## config.mk

```make
export PLATFORM = sky130hd
export DESIGN_NAME = apuf_eval_ctrl
export DESIGN_NICKNAME = d
export VERILOG_FILES = /design/src/rtl/apuf_eval_ctrl.sv
export SDC_FILE = /design/constraint.sdc
export NUM_CORES = 1
export LEC_CHECK = 0
export ABC_AREA = 1
export BUFFER_PORTS_ARGS = -buffer_cell sky130_fd_sc_hd__buf_2
export CORE_ASPECT_RATIO = 0.8
export CORE_MARGIN = 8
export CORE_UTILIZATION = 52
export DETAILED_ROUTE_END_ITERATION = 10
export PLACE_DENSITY = 0.85
export SLEW_MARGIN = 15
export SYNTH_ARGS = -nofsm -noshare
export SYNTH_HDL_FRONTEND = slang
export SYNTH_SLANG_ARGS = --single-unit
```

## constraint.sdc

```tcl
create_clock -name clk -period 2 [get_ports clk]
set_input_delay 0.1 -clock clk [delete_from_list [all_inputs] [get_ports clk]]
set_output_delay 0.1 -clock clk [all_outputs]
set_load 0.02 [all_outputs]
```

## src/rtl/apuf_eval_ctrl.sv

```systemverilog
// Arbiter-PUF evaluation controller: applies a challenge, fires N_EVAL launch
// races, majority-votes the synchronized arbiter samples and hands back the result.
module apuf_eval_ctrl #(
  parameter int N_STAGES = 64,
  parameter int N_EVAL   = 15,
  parameter int SETTLE   = 4,
  parameter int RACE     = 4,
  parameter int CNT_W    = $clog2(N_EVAL + 1)
) (
  input  logic                clk,
  input  logic                rst_n,
  input  logic                chal_valid,
  output logic                chal_ready,
  input  logic [N_STAGES-1:0] chal,
  output logic [N_STAGES-1:0] chain_c,
  output logic                launch,
  input  logic                arb_q,
  output logic                resp_valid,
  input  logic                resp_ready,
  output logic                resp,
  output logic [CNT_W-1:0]    resp_ones,
  output logic                resp_stable
);

  localparam int TMAX  = (SETTLE > RACE) ? SETTLE : RACE;
  localparam int TMR_W = $clog2(TMAX + 1);
  localparam logic [TMR_W-1:0] SETTLE_LAST = TMR_W'(SETTLE - 1);
  localparam logic [TMR_W-1:0] RACE_LAST   = TMR_W'(RACE - 1);
  localparam logic [CNT_W-1:0] EVAL_N      = CNT_W'(N_EVAL);
  localparam logic [CNT_W-1:0] EVAL_HALF   = CNT_W'(N_EVAL / 2);

  typedef enum logic [2:0] {
    S_IDLE   = 3'd0,
    S_SETTLE = 3'd1,
    S_LAUNCH = 3'd2,
    S_RELAX  = 3'd3,
    S_DONE   = 3'd4
  } state_t;

  state_t           state_r;
  logic [TMR_W-1:0] tmr_r;
  logic [CNT_W-1:0] ones_r;
  logic [CNT_W-1:0] eval_r;
  logic             sync1_r;
  logic             arb_s;

  assign chal_ready = (state_r == S_IDLE);

  // Two-flop synchronizer: the only consumer of the asynchronous arbiter output.
  always_ff @(posedge clk or negedge rst_n) begin
    if (!rst_n) begin
      sync1_r <= 1'b0;
      arb_s   <= 1'b0;
    end else begin
      sync1_r <= arb_q;
      arb_s   <= sync1_r;
    end
  end

  // Sequencer: settle, launch/relax races, vote, and response handshake.
  always_ff @(posedge clk or negedge rst_n) begin
    if (!rst_n) begin
      state_r     <= S_IDLE;
      tmr_r       <= '0;
      ones_r      <= '0;
      eval_r      <= '0;
      chain_c     <= '0;
      launch      <= 1'b0;
      resp_valid  <= 1'b0;
      resp        <= 1'b0;
      resp_ones   <= '0;
      resp_stable <= 1'b0;
    end else begin
      case (state_r)
        S_IDLE: begin
          if (chal_valid) begin
            chain_c <= chal;
            ones_r  <= '0;
            eval_r  <= '0;
            tmr_r   <= '0;
            state_r <= S_SETTLE;
          end else begin
            tmr_r <= '0;
          end
        end
        S_SETTLE: begin
          if (tmr_r == SETTLE_LAST) begin
            tmr_r   <= '0;
            launch  <= 1'b1;
            state_r <= S_LAUNCH;
          end else begin
            tmr_r <= tmr_r + TMR_W'(1);
          end
        end
        S_LAUNCH: begin
          // Sample on the last high edge so the arbiter gets RACE-2 cycles before the synchronizer.
          if (tmr_r == RACE_LAST) begin
            tmr_r   <= '0;
            launch  <= 1'b0;
            ones_r  <= ones_r + CNT_W'(arb_s);
            eval_r  <= eval_r + CNT_W'(1);
            state_r <= S_RELAX;
          end else begin
            tmr_r <= tmr_r + TMR_W'(1);
          end
        end
        S_RELAX: begin
          if (tmr_r == RACE_LAST) begin
            tmr_r <= '0;
            if (eval_r < EVAL_N) begin
              launch  <= 1'b1;
              state_r <= S_LAUNCH;
            end else begin
              resp_valid  <= 1'b1;
              resp        <= (ones_r > EVAL_HALF);
              resp_ones   <= ones_r;
              resp_stable <= (ones_r == '0) || (ones_r == EVAL_N);
              state_r     <= S_DONE;
            end
          end else begin
            tmr_r <= tmr_r + TMR_W'(1);
          end
        end
        S_DONE: begin
          if (resp_ready) begin
            resp_valid <= 1'b0;
            state_r    <= S_IDLE;
          end else begin
            resp_valid <= 1'b1;
          end
        end
        default: begin
          state_r    <= S_IDLE;
          launch     <= 1'b0;
          resp_valid <= 1'b0;
          tmr_r      <= '0;
        end
      endcase
    end
  end

endmodule
```

==> results of run 1 <==
## synth_stat cells
library cell  count
a21oi_1           5
buf_4             8
nand2_1         231
a21oi_2           1
ha_1              4
or2_1             1
inv_1            19
nand2_2           1
xor2_1            1
o21ai_0           5
inv_2             1
nor3_1            1
o21a_1            1
o21ai_2           3
nor2_4            2
buf_2             4
nand4_1           3
dfrtp_1          88
nand3_2           1
buf_6             3
nor2_2            1
nand3_1          17
nor2_1           13
## power breakdown
part,internal (mW),switching [mW]
Combinational,0.164,0.125
Sequential,1.81,0.0354
Clock,0.465,0.653
Total,2.44,0.813
## worst reg2reg max path, delay by kind of cell, from the launching register on
family,cells,cell delay (ns)
flops,1,0.39
compound gates,1,0.11
fa+ha+maj,1,0.18
simple gates,3,0.59
buf+inv,1,0.26
## flip-flops by register name (all words and copies together), names as in the netlist
name,count
chain_c,64
eval_r,4
ones_r,4
resp_ones,4
state_r,3
tmr_r,3
arb_s,1
launch,1
resp,1
resp_stable,1
resp_valid,1
sync1_r,1
## per-stage QoR
stage	instances	area, um2	power [mW]
after floorplan	414	3618	1.934
after CTS	715	5241	3.277
final	717	5246	3.250
after global routing	717	5246	3.389
after detailed placement	633	4404	2.062
after global placement	633	4404	2.058
## worst max-delay path by stage
stage                                      start                        to  slack [ns]  depth (start not counted)
after floorplan             tmr_r[0]$_DFFE_PN0P_    state_r[0]$_DFFE_PN0P_        0.68                          7
final                      eval_r[0]$_DFFE_PN0P_  resp_ones[1]$_DFFE_PN0P_        0.41                          6
after CTS                  eval_r[0]$_DFFE_PN0P_  resp_ones[1]$_DFFE_PN0P_        0.38                          6
after global routing       eval_r[0]$_DFFE_PN0P_   resp_stable$_DFFE_PN0P_        0.24                          6
after global placement    state_r[1]$_DFFE_PN0P_     eval_r[2]$_DFFE_PN0P_        0.48                          5
after detailed placement   eval_r[0]$_DFFE_PN0P_  resp_ones[1]$_DFFE_PN0P_        0.40                          6
## metal layers
| layer | global-route usage [%] | up-vias |
|---|---|---|
| li1 | - | 1684 |
| met3 | 7.489 | 22 |
| met5 | 0 | - |
| met2 | 36.93 | 146 |
| met4 | 9.315 | 0 |
| met1 | 24.61 | 1626 |
## kinds of logic (layout without fill, tap and decap cells)
group,Yosys count,count (layout),share of synthesized area (%)
AO/OA/AOI/OAI,15,15,2.559
AND/OR/NAND/NOR,271,271,29.74
adder cells (fa/ha/maj),4,4,1.383
XOR/XNOR,1,1,0.2421
flip-flops,88,88,60.86
buffers and inverters,35,249,5.221
other,0,2,0
## repair_timing
item	in CTS	in global routing
setup endpoints to repair	0	0
hold buffers	66	0
hold endpoints to repair	107	0
buffers inserted	0	0
## area by class of cell
class	count	area, um2	area share [%]
Clock buffer	9	123.9	2.361
Sequential cell	88	2202	41.97
Timing Repair Buffer	213	1451	27.67
Inverter	20	75.07	1.431
Antenna cell	2	5.005	0.09540
Multi-Input combinational cell	291	1227	23.40
Tap cell	87	108.9	2.075
Clock inverter	7	52.55	1.002
## layout by cell type (no fill, tap or decap), drive strengths merged, types with 2 or more instances in the layout
cell type | netlist | routed
nor2 | 16 | 16
buf | 15 | 147
clkbuf | 0 | 9
a21oi | 6 | 6
inv | 20 | 24
o21ai | 8 | 8
nand3 | 18 | 18
dlygate4sd3 | 0 | 66
diode | 0 | 2
nand4 | 3 | 3
clkinv | 0 | 2
dfrtp | 88 | 88
ha | 4 | 4
nand2 | 232 | 232
==> flow_summary_export.csv, run 1 <==
group,metric,value,unit
status,outcome,"finished, final reports clean",
critical_path,critPathArrivalTime,1.88,ns
yosys,ys_types,23,
timing,layout_setup_ws,0.4054,ns
cts,cts_root_buffer,"clkbuf_8",
placed_design,gp_congestion,0.8888,
timing,finalClockSkew,0.01153,ns
cts,post_cts_resized,0,
timing,slew_violations,0,
yosys,synth_top_cell_area_share,60.86,%
yosys,synth_cells,414,
critical_path,cp_max_fo,8,
cts,numCtsBuffers,9,
global_routing,antenna_found_initial,2,
critical_path,r2r_slack,0.41,ns
cts,h-tree-depth,3,
routing,wl_per_cell,14.76,um
critical_path,worstSetupPathType,"flop to flop",
floorplanning,die_x,109.3,um
routing,viasPerCell,4.851,
critical_path,crit_slowest_cell,"dfrtp_1",
cts,cts.sinks,88,
routing,drt_iter0_drc,174,
routing,dr.pass1.iters,4,
critical_path,crit_family,"simple AND/OR/NAND/NOR gates",
run,maxCapViolations,0,
floorplanning,die_area,9901,um2
placed_design,port_buffers,141,
critical_path,timing.rr.end,"resp_ones[1]$_DFFE_PN0P_",
cts,max-clock-path-buffers,2,
global_routing,grt_max_degree,47,
global_routing,grt_pass1_vias,3741,
final_layout,fin_nets,696,
final_layout,drive_gt1_share,27.55,%
critical_path,worstPathCellList,"ha_1 -> nand2_1 -> nor2_1 -> nand3_1 -> buf_4 -> o21ai_2",
yosys,yosysSeqAreaShare,60.86,%
timing,max_slew_margin,63.51,%
routing,vias,3478,
placed_design,hpwl,6611,um
routing,wirelength_met1,4207,um
yosys,ys_warn_count,0,
cts,clkTransAtPathRegs,0.09,ns
yosys,ys_ff_latch,88,
timing,post-route-min-period,1.595,ns
power_and_ir_drop,ir_drop,0.0003365,V
final_layout,syn2layout_area_growth,44.99,%
routing,routed_wirelength,10580,um
yosys,synth_area,3618,um2
floorplanning,rows,27,
timing,whs,0.1015,ns
floorplanning,initial_core_util,53.03,%
critical_path,cp_data_required_time,2.28,ns
routing,highest-signal-layer,"met4",
min_path,hp-class,"primary input to flop",
global_routing,grt_pass1_wl,17420,um
floorplanning,io_pins,142,
critical_path,max_stage_delay,0.39,ns
min_path,hold_depth,4,
timing,finalHoldViolCount,0,
final_layout,fin_util,76.88,%
final_layout,fillerInstances,475,
yosys,syn_nets,487,
routing,drc,0,
placed_design,pre_cts_slack,0.3986,ns
global_routing,grt_util_all_layers,21.96,%
min_path,hold_end,"state_r[2]$_DFFE_PN0P_",
yosys,postSynthAreaPerCell,8.740,um2
routing,met3_wirelength,851,um
timing,fmax,627.1,MHz
min_path,hold_start,"resp_ready",
yosys,synth_area_leaders,"dfrtp_1 61%, nand2_1 24%, nand3_1 2.4%, inv_1 2.0%, buf_4 1.7%",
cts,clk_latency,0.36,ns
floorplanning,coreArea,6824,um2
cts,cts_tree,"done",
critical_path,cp-end-kind,"flop",
critical_path,rr_startpoint,"eval_r[0]$_DFFE_PN0P_",
power_and_ir_drop,cellLeakagePower,3.148,nW
global_routing,grt-ovfl-total,0,
timing,post-route-period-util,79.73,%
critical_path,startpoint_type,"flop",
timing,worst_pin_slew,0.5474,ns
yosys,synth_top_area_cell,"dfrtp_1",
power_and_ir_drop,p_per_area,619.5,nW/um2
timing,rsz0062_at_grt,"no",
routing,drtAntennaViolNets,0,
routing,wl_met2,5256,um
timing,fin_setup_tns,0,ns
critical_path,critPathBufInv,1,
critical_path,reg2regPathDepth,6,
timing,setup-violations-final,0,
floorplanning,die_h,90.61,um
(Power assumes the default switching activity.)
==> run 2: changes to the inputs <==
--- a/config.mk
+++ b/config.mk
@@ -9,9 +9,9 @@
 export BUFFER_PORTS_ARGS = -buffer_cell sky130_fd_sc_hd__buf_2
 export CORE_ASPECT_RATIO = 0.8
 export CORE_MARGIN = 8
-export CORE_UTILIZATION = 52
+export CORE_UTILIZATION = 44
 export DETAILED_ROUTE_END_ITERATION = 10
-export PLACE_DENSITY = 0.85
+export PLACE_DENSITY = 0.76
 export SLEW_MARGIN = 15
 export SYNTH_ARGS = -nofsm -noshare
 export SYNTH_HDL_FRONTEND = slang
==> constraint.sdc (replaced) <==
create_clock -name clk -period 1.45 [get_ports clk]
set_input_delay 0.0725 -clock clk [delete_from_list [all_inputs] [get_ports clk]]
set_output_delay 0.0725 -clock clk [all_outputs]
set_load 0.02 [all_outputs]
==> run 2 against run 1 <==
- first-iteration DRC count increased by 3.4%
- fmax increased by 15%
- utilization decreased by 8.2 points
- sequential share of layout area decreased by 1.5 points
- sequential power increased by 39%
- global-route usage decreased by 3.1 points
- die area increased by 15%
- final area increased by 4.0%
- count of clock-buffer cells in the layout unchanged
- power increased by 48%
- critical endpoint is now chain_c[52]$_DFFE_PN0P_
==> flow_summary_export.csv, run 2 (same netlist as run 1, synthesis figures left out) <==
group,metric,value,unit
timing,worst_pin_slew,0.5232,ns
timing,setup-violations-final,0,
timing,post-route-period-util,95.38,%
placed_design,hpwl,6696,um
routing,drc,0,
timing,fin_setup_tns,0,ns
cts,cts_tree,"done",
floorplanning,die_h,97.11,um
cts,numCtsBuffers,9,
critical_path,startpoint_type,"flop",
power_and_ir_drop,p_per_area,883.0,nW/um2
timing,max_slew_margin,65.12,%
timing,layout_setup_ws,0.06705,ns
power_and_ir_drop,switchingPower,1.101,mW
global_routing,grt_util_all_layers,18.81,%
power_and_ir_drop,power_frac_comb,8.3,%
routing,drtAntennaViolNets,0,
final_layout,fin_nets,707,
critical_path,cpMostUsedCell,"nand2_1",
power_and_ir_drop,clockPowerShare,38.9,%
timing,fmax,723.1,MHz
final_layout,largest_register_ffs,64,
global_routing,grt_pass1_wl,17820,um
global_routing,antenna_found_initial,1,
critical_path,critPathArrivalTime,1.67,ns
critical_path,cp-end-kind,"flop",
critical_path,critPathBufInv,2,
final_layout,layout_commonest_cell,"nand2_1",
timing,post-route-min-period,1.383,ns
final_layout,regMostFlops,"chain_c",
status,outcome,"finished, final reports clean",
cts,cts_root_buffer,"clkbuf_8",
floorplanning,die_x,117.4,um
final_layout,fillerInstances,595,
floorplanning,die_area,11400,um2
min_path,hp-class,"primary input to flop",
final_layout,fin_util,68.65,%
critical_path,cp_data_required_time,1.74,ns
cts,h-tree-depth,3,
power_and_ir_drop,cellLeakagePower,3.229,nW
global_routing,grt-ovfl-total,0,
placed_design,port_buffers,141,
power_and_ir_drop,ir_drop,0.0005605,V
timing,finalClockSkew,0.01033,ns
routing,routed_wirelength,10840,um
timing,finalHoldViolCount,0,
final_layout,syn2layout_area_growth,50.76,%
critical_path,cp_max_fo,30,
global_routing,grt_max_degree,53,
cts,cts.sinks,88,
placed_design,gp_congestion,0.8556,
power_and_ir_drop,p_int,3.715,mW
critical_path,max_stage_delay,0.49,ns
global_routing,grt_pass1_vias,3736,
routing,viasPerCell,4.636,
critical_path,crit_slowest_cell,"dfrtp_2",
timing,slew_violations,0,
final_layout,final_area,5455,um2
floorplanning,coreArea,7946,um2
routing,dr.pass1.iters,6,
routing,vias,3468,
floorplanning,rows,29,
critical_path,worstPathCellList,"inv_1 -> nand3_4 -> buf_4 -> nand2_1 -> nand2_1",
cts,clk_latency,0.35,ns
placed_design,pre_cts_slack,0.01799,ns
power_and_ir_drop,switching_share,22.87,%
final_layout,layout_common_cells,"230 x nand2_1, 140 x buf_2, 85 x dfrtp_1",
run,maxCapViolations,0,
critical_path,worstSetupPathType,"flop to flop",
power_and_ir_drop,total_power,4.817,mW
floorplanning,io_pins,142,
routing,drt_iter0_drc,180,
routing,wl_per_cell,14.49,um
cts,max-clock-path-buffers,2,
placed_design,postPlaceCellArea,4463,um2
final_layout,drive_gt1_share,30.20,%
power_and_ir_drop,seqPwrFrac,52.9,%
cts,clkTransAtPathRegs,0.09,ns
floorplanning,initial_core_util,45.54,%
critical_path,crit_family,"flip-flops",
-- run 2: cell count changes in the layout (fill, tap and decap cells not counted), moves of 3 or more --
cell,before,now
dfrtp_2,0,3
inv_6,4,1
nand3_1,17,14
buf_4,4,14
dfrtp_1,88,85
-- run 2: power groups by stage --
stage | clock (mW) | combinational, mW | sequential, mW
after floorplan | 0 | 0.0866 | 2.58
after global placement | 0 | 0.258 | 2.59
after detailed placement | 0 | 0.258 | 2.60
after CTS | 1.93 | 0.397 | 2.55
after global routing | 2.03 | 0.452 | 2.55
final | 1.87 | 0.399 | 2.55
-- run 2: per-layer routing --
metal | vias to the layer above | part of all wire (%) | routed length, um | track usage [%]
li1 | 1705 | - | - | -
met2 | 120 | 51 | 5487 | 33.60
met3 | 19 | 6.4 | 695 | 5.691
met4 | 0 | 1.9 | 208 | 6.567
met1 | 1624 | 41 | 4447 | 20.77
met5 | - | 0 | 0 | 0
-- run 2: what timing repair did --
action                                  in CTS  in global routing
gates cloned                                 0                  1
endpoints found under the setup margin       8                 80
resized for setup                            1                 13
hold buffers                                66                  0
setup buffers                                0                  4
endpoints found under the hold margin      102                  0
pin swaps                                    0                  1
-- run 2: cell type report --
type | instances | area, um2 | area share, %
flip-flops and latches | 88 | 2206 | 40.44
repair buffers | 224 | 1543 | 28.28
multi-input cells | 291 | 1267 | 23.23
well taps | 108 | 135.1 | 2.477
clock buffers | 9 | 123.9 | 2.271
clock inverters | 7 | 102.6 | 1.881
inverters | 20 | 75.07 | 1.376
diodes | 1 | 2.502 | 0.04587
-- run 2: worst paths after layout --
| path | from | endpoint | slack, ns | cells after the start |
|---|---|---|---|---|
| worst max-delay path | state_r[1]$_DFFE_PN0P_ | chain_c[52]$_DFFE_PN0P_ | 0.07 | 5 |
| worst min-delay path | resp_ready | state_r[2]$_DFFE_PN0P_ | 0.08 | 4 |
| worst max register to register | state_r[1]$_DFFE_PN0P_ | chain_c[52]$_DFFE_PN0P_ | 0.07 | 5 |
| worst min register to register | sync1_r$_DFF_PN0_ | arb_s$_DFF_PN0_ | 0.35 | 0 |
| max in group asynchronous | rst_n | chain_c[10]$_DFFE_PN0P_ | 0.63 | 3 |
| min in group asynchronous | rst_n | chain_c[44]$_DFFE_PN0P_ | 0.25 | 2 |
-- run 2: per-stage QoR --
step                      cells  hold slack, ns
after floorplan             414         -0.2231
after global placement      660         0.08744
after detailed placement    660         0.09198
after CTS                   742         0.05675
after global routing        748         0.07878
final                       748         0.08122
-- run 2: worst min-delay path, delay by kind of cell --
family / cells / cell delay, ns
buffers and inverters: 2 / 0.11
and+or+nand+nor: 1 / 0.13
AOI/OAI and AO/OA: 1 / 0.08
==> run 3: changes to the inputs <==
--- a/config.mk
+++ b/config.mk
@@ -11,6 +11,7 @@
 export CORE_MARGIN = 8
 export CORE_UTILIZATION = 44
 export DETAILED_ROUTE_END_ITERATION = 10
+export GPL_TIMING_DRIVEN = 0
 export PLACE_DENSITY = 0.76
 export SLEW_MARGIN = 15
 export SYNTH_ARGS = -nofsm -noshare
==> run 3 against run 2 <==
- final area fell by 0.11%
- combinational power hardly changed
- non-clock buffer count rose by 3
- global-route usage about the same
- via count decreased by 0.46%
==> flow_summary_export.csv, run 3 (same netlist as run 1, synthesis figures left out) <==
group,metric,value,unit
timing,setup-violations-final,0,
timing,layout_setup_ws,0.08718,ns
timing,post-route-period-util,93.99,%
timing,post-route-min-period,1.363,ns
timing,finalClockSkew,0.008491,ns
cts,clkTransAtPathRegs,0.08,ns
power_and_ir_drop,p_per_area,851.4,nW/um2
critical_path,cp-end-kind,"flop",
power_and_ir_drop,ir_drop,0.0004648,V
final_layout,final_area,5449,um2
critical_path,crit_family,"flip-flops",
power_and_ir_drop,cellLeakagePower,3.215,nW
min_path,hold_end,"state_r[2]$_DFFE_PN0P_",
final_layout,syn2layout_area_growth,50.59,%
global_routing,grt-ovfl-total,0,
critical_path,worstSetupPathType,"flop to flop",
final_layout,register_area,2203,um2
critical_path,startpoint_type,"flop",
critical_path,crit_cells,6,
routing,drt_iter0_drc,122,
critical_path,rr_startpoint,"state_r[0]$_DFFE_PN0P_",
final_layout,fin_nets,710,
global_routing,antenna_found_initial,1,
min_path,hold_depth,4,
routing,vias,3452,
global_routing,grt_util_all_layers,18.82,%
min_path,hp-class,"primary input to flop",
critical_path,timing.rr.end,"chain_c[11]$_DFFE_PN0P_",
status,outcome,"finished, final reports clean",
run,maxCapViolations,0,
timing,max_slew_margin,71.80,%
final_layout,fin_util,68.57,%
global_routing,grt_pass1_wl,17790,um
cts,numCtsBuffers,9,
placed_design,postPlaceCellArea,4489,um2
timing,finalHoldViolCount,0,
critical_path,cp_data_required_time,1.68,ns
placed_design,port_buffers,141,
timing,slew_violations,0,
critical_path,cp_max_fo,10,
routing,dr.pass1.iters,5,
routing,drc,0,
floorplanning,coreArea,7946,um2
timing,whs,0.08573,ns
final_layout,largest_register_ffs,64,
critical_path,critPathArrivalTime,1.59,ns
final_layout,layout_common_cells,"228 x nand2_1, 144 x buf_2, 87 x dfrtp_1",
final_layout,layout_commonest_cell,"nand2_1",
routing,wl_per_cell,14.10,um
critical_path,crit_slowest_cell,"dfrtp_1",
cts,cts_root_buffer,"clkbuf_8",
routing,routed_wirelength,10580,um
cts,cts_tree,"done",
floorplanning,io_pins,142,
floorplanning,rows,29,
floorplanning,die_x,117.4,um
critical_path,critPathBufInv,2,
final_layout,drive_gt1_share,30.58,%
placed_design,pre_cts_slack,-0.1233,ns
critical_path,max_stage_delay,0.47,ns
min_path,hold_start,"resp_ready",
global_routing,grt_max_degree,58,
global_routing,grt_pass1_vias,3660,
placed_design,gp_congestion,0.8661,
timing,worst_pin_slew,0.4231,ns
floorplanning,die_h,97.11,um
routing,drtAntennaViolNets,0,
final_layout,fillerInstances,626,
timing,fmax,733.8,MHz
cts,cts.sinks,88,
power_and_ir_drop,total_power,4.639,mW
critical_path,r2r_slack,0.09,ns
routing,viasPerCell,4.603,
cts,h-tree-depth,3,
cts,clk_latency,0.33,ns
critical_path,worstPathCellList,"nor2_4 -> nand3_4 -> buf_6 -> buf_6 -> nand2_1 -> nand2_1",
floorplanning,initial_core_util,45.54,%
final_layout,multi_input_area,1275,um2
floorplanning,die_area,11400,um2
cts,max-clock-path-buffers,2,
placed_design,hpwl,6802,um
final_layout,regMostFlops,"chain_c",
critical_path,reg2regPathDepth,6,
-- run 3: worst max path at each step --
stage | start | endpoint | slack [ns]
5_1_grt | tmr_r[0]$_DFFE_PN0P_ | resp_ones[1]$_DFFE_PN0P_ | -0.008
3_3_place_gp | rst_n | chain_c[18]$_DFFE_PN0P_ | -0.46
2_1_floorplan | tmr_r[0]$_DFFE_PN0P_ | state_r[0]$_DFFE_PN0P_ | 0.13
6_report | state_r[0]$_DFFE_PN0P_ | chain_c[11]$_DFFE_PN0P_ | 0.09
4_1_cts | tmr_r[0]$_DFFE_PN0P_ | resp_ones[1]$_DFFE_PN0P_ | 0.03
3_5_place_dp | tmr_r[0]$_DFFE_PN0P_ | state_r[0]$_DFFE_PN0P_ | -0.12
-- run 3: what timing repair did --
action / 4_1_cts / 5_1_grt
endpoints found under the hold margin: 96 / 0
hold buffers: 66 / 0
pin swaps: 1 / 1
endpoints found under the setup margin: 70 / 46
gates resized for setup: 7 / 13
buffers inserted: 1 / 3
-- run 3: cell type report --
class | count | share of cell area [%]
multi-input combinational | 291 | 23.40
tap | 108 | 2.480
clock buffer | 11 | 2.778
buffer | 15 | 2.227
clock inverter | 4 | 0.9874
sequential | 88 | 40.44
timing repair buffer | 212 | 26.18
antenna | 1 | 0.04592
inverter | 20 | 1.470
-- run 3: metrics by stage --
step                cells  TNS [ns]
floorplan             414         0
global placement      663    -43.85
detailed placement    664    -3.521
CTS                   746         0
global route          750  -0.01376
finish                750         0
-- run 3: layer usage --
metal	track usage (%)	up-vias	wire, um
li1	-	1714	-
met1	21.04	1604	4415
met2	33.46	120	5343
met3	5.459	14	643
met4	6.567	0	176
met5	0	-	0
-- run 3: power breakdown --
group / switching [mW] / internal [mW] / total (mW)
logic: 0.169 / 0.227 / 0.396
clock network: 0.809 / 0.884 / 1.69
registers: 0.0545 / 2.50 / 2.55
-- run 3: worst min-delay path, cell delays in order --
cell	delay, ns
buf_2	0.07
inv_1	0.03
nand3_1	0.13
a21oi_1	0.08
